==> src/rtl/coef_div_c3.sv <==
// coef_div_c3: restoring divider by a constant COEF, one quotient bit per cycle, saturating q.
// Define COEF_DIV_ROUND_EN to round q to nearest at the cost of one extra cycle before DONE.
module coef_div_c3 #(
  parameter int unsigned COEF = 8,
  parameter int unsigned DW   = 16,
  parameter int unsigned QW   = 8
) (
  input  logic          clk,
  input  logic          rst_n,
  input  logic [DW-1:0] in_data,
  input  logic          in_valid,
  output logic          in_ready,
  output logic [QW-1:0] q,
  output logic [7:0]    rem,
  output logic          ovf,
  output logic          out_valid,
  input  logic          out_ready
);
  localparam int unsigned CW = $clog2(DW);
  typedef enum logic [1:0] {IDLE, DIV, DONE, RND} state_t;
  state_t state_q, state_d;
  logic [DW-1:0] dq_q, quo_d;
  logic [7:0] rem_q, rem_d;
  logic [8:0] rem_sh;
  logic ge, ld;
  logic [CW-1:0] cnt_q;
  logic [QW-1:0] q_q, q_d;
  logic ovf_q, ovf_d;
  // dq_q shifts dividend bits out of the top while quotient bits enter at the bottom
  always_comb begin
    rem_sh = {rem_q, dq_q[DW-1]};
    ge     = rem_sh >= 9'(COEF);
    rem_d  = ge ? 8'(rem_sh - 9'(COEF)) : rem_sh[7:0];
    quo_d  = {dq_q[DW-2:0], ge};
  end
`ifdef COEF_DIV_ROUND_EN
  localparam state_t POST = RND;
  logic [DW:0] sum;
  always_comb begin
    sum   = {1'b0, dq_q} + (DW+1)'({rem_q, 1'b0} >= 9'(COEF));
    ovf_d = (sum >> QW) != '0;
    q_d   = ovf_d ? '1 : QW'(sum);
    ld    = state_q == RND;
  end
`else
  localparam state_t POST = DONE;
  always_comb begin
    ovf_d = (quo_d >> QW) != '0;
    q_d   = ovf_d ? '1 : QW'(quo_d);
    ld    = state_q == DIV && cnt_q == '0;
  end
`endif
  always_ff @(posedge clk or negedge rst_n)
    if (!rst_n) state_q <= IDLE;
    else state_q <= state_d;
  always_comb begin
    state_d = state_q;
    case (state_q)
      IDLE:    state_d = in_valid ? DIV : IDLE;
      DIV:     state_d = cnt_q == '0 ? POST : DIV;
      RND:     state_d = DONE;
      DONE:    state_d = out_ready ? IDLE : DONE;
      default: state_d = IDLE;
    endcase
  end
  always_comb begin
    in_ready  = state_q == IDLE;
    out_valid = state_q == DONE;
    q         = q_q;
    rem       = rem_q;
    ovf       = ovf_q;
  end
  always_ff @(posedge clk or negedge rst_n)
    if (!rst_n) begin
      dq_q  <= '0;
      rem_q <= '0;
      cnt_q <= '0;
      q_q   <= '0;
      ovf_q <= 1'b0;
    end else begin
      if (state_q == IDLE && in_valid) begin
        dq_q  <= in_data;
        rem_q <= '0;
        cnt_q <= CW'(DW-1);
      end else if (state_q == DIV) begin
        dq_q  <= quo_d;
        rem_q <= rem_d;
        cnt_q <= cnt_q == '0 ? cnt_q : cnt_q - CW'(1);
      end
      if (ld) begin
        q_q   <= q_d;
        ovf_q <= ovf_d;
      end
    end
endmodule

==> config.mk <==
export PLATFORM = sky130hd
export DESIGN_NAME = coef_div_c3
export DESIGN_NICKNAME = d
export VERILOG_FILES = /design/src/rtl/coef_div_c3.sv
export SDC_FILE = /design/constraint.sdc
export NUM_CORES = 1
export LEC_CHECK = 0
export CORE_ASPECT_RATIO = 0.5
export CORE_MARGIN = 2
export CORE_UTILIZATION = 50
export CTS_BUF_LIST = sky130_fd_sc_hd__clkbuf_16
export DETAILED_ROUTE_END_ITERATION = 8
export PLACE_DENSITY_LB_ADDON = 0.05
export SLEW_MARGIN = 40
export SYNTH_ARGS = -nofsm -noshare
export SYNTH_HDL_FRONTEND = slang
export SYNTH_SLANG_ARGS = --single-unit
==> constraint.sdc <==
create_clock -name clk -period 2.7 [get_ports clk]
set_clock_uncertainty 0.2 [all_clocks]
set_input_delay 0.54 -clock clk [delete_from_list [all_inputs] [get_ports clk]]
set_output_delay 0.54 -clock clk [all_outputs]
set_load 0.01 [all_outputs]
Word level (Yosys, flattened, before mapping)

Index checks and enable logic that the tools add are counted.

Flip-flop bits (word level): 39
Input bits: 20

Add/sub/neg operators: 2
Magnitude comparators: 1
Equality and inequality tests: 4
Multiplexer cells: 13
Reduce and logical (&&, ||, !) cells: 7

Operators with widths:

| cell                  | count |
|---|---|
| $mux W16              | 2 |
| $mux W8               | 4 |
| $reduce_bool A16 Y1   | 1 |
| $mux W4               | 3 |
| $ge A9 B4 Y1 const B  | 1 |
| $pmux W2 S4           | 1 |
| $sub A8 B4 Y8 const B | 1 |
| $eq A2 B2 Y1 const B  | 2 |
| $logic_not A4 Y1      | 1 |
| $mux W2               | 2 |
| $sub A4 B1 Y4 const B | 1 |
| $eq A2 B1 Y1 const B  | 1 |
| $logic_and A1 B1 Y1   | 2 |
| $logic_not A2 Y1      | 1 |
| $ne A2 B1 Y1 const B  | 1 |
| $reduce_and A2 Y1     | 1 |
| $reduce_bool A2 Y1    | 1 |
| $mux W1               | 1 |

Depth between registers and ports, before layout

Word-level depth: 4
Mapped depth: 6
Mapped depth without buffers: 6

Worst setup path before layout

OpenSTA, ideal clock, no wires.

Kind: register -> register
Start point: register rem_q[2], in the netlist rem[2]
End point: register rem_q[6], in the netlist rem[6]
Setup time: 128 ps
Data arrival time: 1,547 ps
Slack: 826 ps
Stages on the path, launching flop included: 7
Period minus slack after synthesis: 1,874 ps
Path through: dfrtp_1 inv_1 ha_1 or3b_1 nor3_2 nor2b_4 a211oi_2

Word-level cells in the longest chain between the ends: 4
Elaborated cells on any way between the ends: 5
Those cells by class: add/sub (1); order compare (1); mux (3)

RTL lines:

| element                                       | RTL line | source |
|---|---|---|
| from (decl)                                   | 23       | `logic [7:0] rem_q, rem_d;` |
| from (signal assigned)                        | 87       | `rem_q <= rem_d;` |
| $sub A8 B4 Y8 or $ge A9 B4 Y1 (tied branches) | 33, 32   |  |
| $mux W8 (*)                                   | 33       | `rem_d = ge ? 8'(rem_sh - 9'(COEF)) : rem_sh[7:0];` |
| $mux W8 (*)                                   | 85       | `end else if (state_q == DIV) begin` |
| $mux W8 (*)                                   | 81       | `if (state_q == IDLE && in_valid) begin` |

Mark *: on every way between the ends. The rest lies on a longest branch, timed or not. The select of a mux whose other input is x is not followed.
A chain may end at the register's enable or synchronous reset.

Worst setup path in the final report

Start point: register state_q[1]
End point: output port in_ready

Word-level cells in the longest chain between the ends: 1

RTL lines:

| element                | RTL line | source |
|---|---|---|
| from (decl)            | 21       | `state_t state_q, state_d;` |
| from (signal assigned) | 55       | `else state_q <= state_d;` |
| $logic_not A2 Y1       | 67       | `in_ready = state_q == IDLE;` |
| to (decl)              | 12       | `output logic in_ready,` |

Every way passes these cells.

==> impl_metrics.json <==
{
  "placed_cell_area_mm2": 0.002220,
  "power_leakage_nw": 1.042,
  "synth_edf_count": 0,
  "drc": 0,
  "critPathKind": "reg2out",
  "antenna_found_initial": 0,
  "finalHoldViolCount": 0,
  "timing.fmax_mhz": 464.2,
  "die_y_um": 46.18,
  "tightest_slew_ns": 0.6277,
  "p_per_area_mw_per_mm2": 1279,
  "totalWireLength_um": 3885,
  "ys_seq_area_frac": 0.5485,
  "grt_pass1_wl_um": 6382,
  "critical-path-top-delay-family": "buffers and inverters",
  "drt-initial-drc-count": 80,
  "regArea_um2": 975.9,
  "core_area_mm2": 0.003416,
  "path_clk_slew_ns": 0.05,
  "root_buffer": "clkbuf_16",
  "io_pins": 39,
  "wire_per_inst_um": 15.06,
  "critPathBufInv": 1,
  "area_growth_syn_to_layout_pct": 32.49,
  "nets": 228,
  "finalInstanceArea_mm2": 0.002357,
  "worst_slack_ns": 0.5457,
  "cts.sinks": 39,
  "ys_types": 40,
  "relSlewSlack": 0.5815,
  "avgSynthCellArea_um2": 10.78,
  "status": "complete, no violations",
  "synth_async_sr_flop_share": 1.000,
  "drtAntennaViolNets": 0,
  "yosys_warnings": 0,
  "crit_path_top_delay_cell": "clkdlybuf4s50_1",
  "max-vdd-ir-drop_mv": 0.5220,
  "rows": 15,
  "track_usage": 0.2094,
  "postCtsSetupBuffers": 0,
  "cts_max_level": 2,
  "final_cell_mix": "nand2_1 (40), dfrtp_1 (39), clkdlybuf4s50_1 (37)",
  "cp_slowest_stage_delay_ns": 0.55,
  "ys.flop_type": "dfrtp_1",
  "place.gp.congestion": 0.8419,
  "post-place-ws_ns": 0.5671,
  "worstPathRequired_ns": 1.96,
  "drive_gt1_frac": 0.1159,
  "max_cap_viol_count": 0,
  "start_util": 0.5209,
  "layout_commonest_cell": "nand2_1",
  "start_kind": "register",
  "setup_viol": 0,
  "dp_hpwl_um": 2552,
  "setup_tns_ns": 0,
  "clk_latency_ns": 0.27,
  "hp-class": "in2async",
  "cts_made_buffers": 5,
  "clk_path_buf_depth": 2,
  "total_power_mw": 3.014,
  "num_antenna_cells": 0,
  "endpoint_kind": "primary output",
  "crit_chain": "nor2_1 -> clkdlybuf4s50_1",
  "synth_largest_area_cell": "dfrtp_1",
  "vias": 1407,
  "synth-seq-cells": 39,
  "final.min_clock_period_ns": 2.154,
  "synthCells": 165,
  "firstDrtPassIters": 4,
  "grt_pass1_vias": 1382,
  "hold_ws_ns": 0.02698,
  "netlist_top_cells_area": "dfrtp_1 (55%), nand2_1 (8.4%), a22oi_1 (6.8%), o22a_1 (3.9%), o41ai_2 (1.8%)",
  "die_w_um": 88.36,
  "cts_resized": 0,
  "cts_tree": "done",
  "fillers": 280,
  "synth_top_area_frac": 0.5485,
  "multi_input_area_um2": 753.2,
  "worst-endpoint-arrival_ns": 1.41,
  "port_buffers": 38,
  "critPathMaxFanout": 6,
  "grt.overflow.total": 0,
  "synth.cell_area_mm2": 0.001779,
  "via_per_inst": 5.453,
  "rsz0062_at_grt": "false",
  "dieArea_mm2": 0.004080,
  "synth_fp_nets": 187,
  "grt_max_degree": 40,
  "drv_slew": 0,
  "hold_buffers": 0,
  "finalCritPeriodShare": 0.7979
}
==> through the flow <==
step | instances | util
after floorplan | 165 | -
after global placement | 250 | 0.6491
after detailed placement | 250 | 0.6498
after CTS | 258 | 0.6901
after global routing | 258 | 0.6901
final | 258 | 0.6901
==> synth_stat cells, types with 2 or more instances <==
cell      number
o21ai_0        4
dfrtp_1       39
inv_1          7
nand2_1       40
o22a_1         8
o41ai_2        2
a32oi_1        3
ha_1           2
a22oi_1       16
a311oi_1       2
nand2b_1       2
nor2_1         3
buf_2          4
nor3_1         2
nor2b_1        2
clkbuf_1       3
nor4_1         2
a31oi_1        2
==> sequential cells by signal, summed over array words and instances, names as in the netlist <==
name	count
state_q	2
ovf	1
q	8
dq_q	16
cnt_q	4
rem	8
==> path summary, 6_finish.rpt <==
path                                  from  endpoint  slack [ns]  cells past startpoint
worst max-delay path            state_q[1]  in_ready        0.55                      2
worst min-delay path                 rst_n  cnt_q[1]        0.03                      1
worst max register to register      rem[2]    rem[3]        0.56                      6
worst min register to register         ovf       ovf        0.30                      1
max in group asynchronous            rst_n      q[2]        1.93                      1
min in group clk                       ovf       ovf        0.30                      1
==> routing by layer <==
layer	vias to the layer above	share of wire	GRT usage
met3	2	0.057	0.06452
met1	689	0.47	0.2857
met4	0	0.0021	0.04848
met5	-	0	0
li1	675	-	-
met2	41	0.47	0.3338
==> report_power, final <==
part | leakage, nW | internal, mW | switching (mW) | total [mW]
Sequential | 0.472 | 0.875 | 0.263 | 1.14
Clock | 0.0762 | 0.333 | 0.208 | 0.541
Combinational | 0.495 | 0.654 | 0.682 | 1.34
==> worst reg2reg max path, delay by kind of cell (launching register included) <==
family | cells | cell delay, ns
simple gates | 3 | 0.81
compound gates | 1 | 0.29
fa+ha+maj | 1 | 0.17
buf+inv | 1 | 0.12
flops | 1 | 0.43
==> final cells by class <==
type                       count  area share
inverter                       7     0.01115
clock inverter                 3    0.005308
multi-input combinational    112      0.3195
sequential                    39      0.4140
tap                           51     0.02707
clock buffer                   5     0.05308
timing repair buffer          41      0.1699
==> kinds of logic (layout without fill, tap and decap cells) <==
logic type | Yosys count | after routing | share of synthesized area
XOR/XNOR | 2 | 2 | 0.009847
buffers and inverters | 14 | 56 | 0.03235
AO/OA/AOI/OAI | 45 | 45 | 0.2053
AND/OR/NAND/NOR | 63 | 63 | 0.1899
flip-flops | 39 | 39 | 0.5485
adder cells (fa/ha/maj) | 2 | 2 | 0.01406
Power figures use the tool's default switching activity.
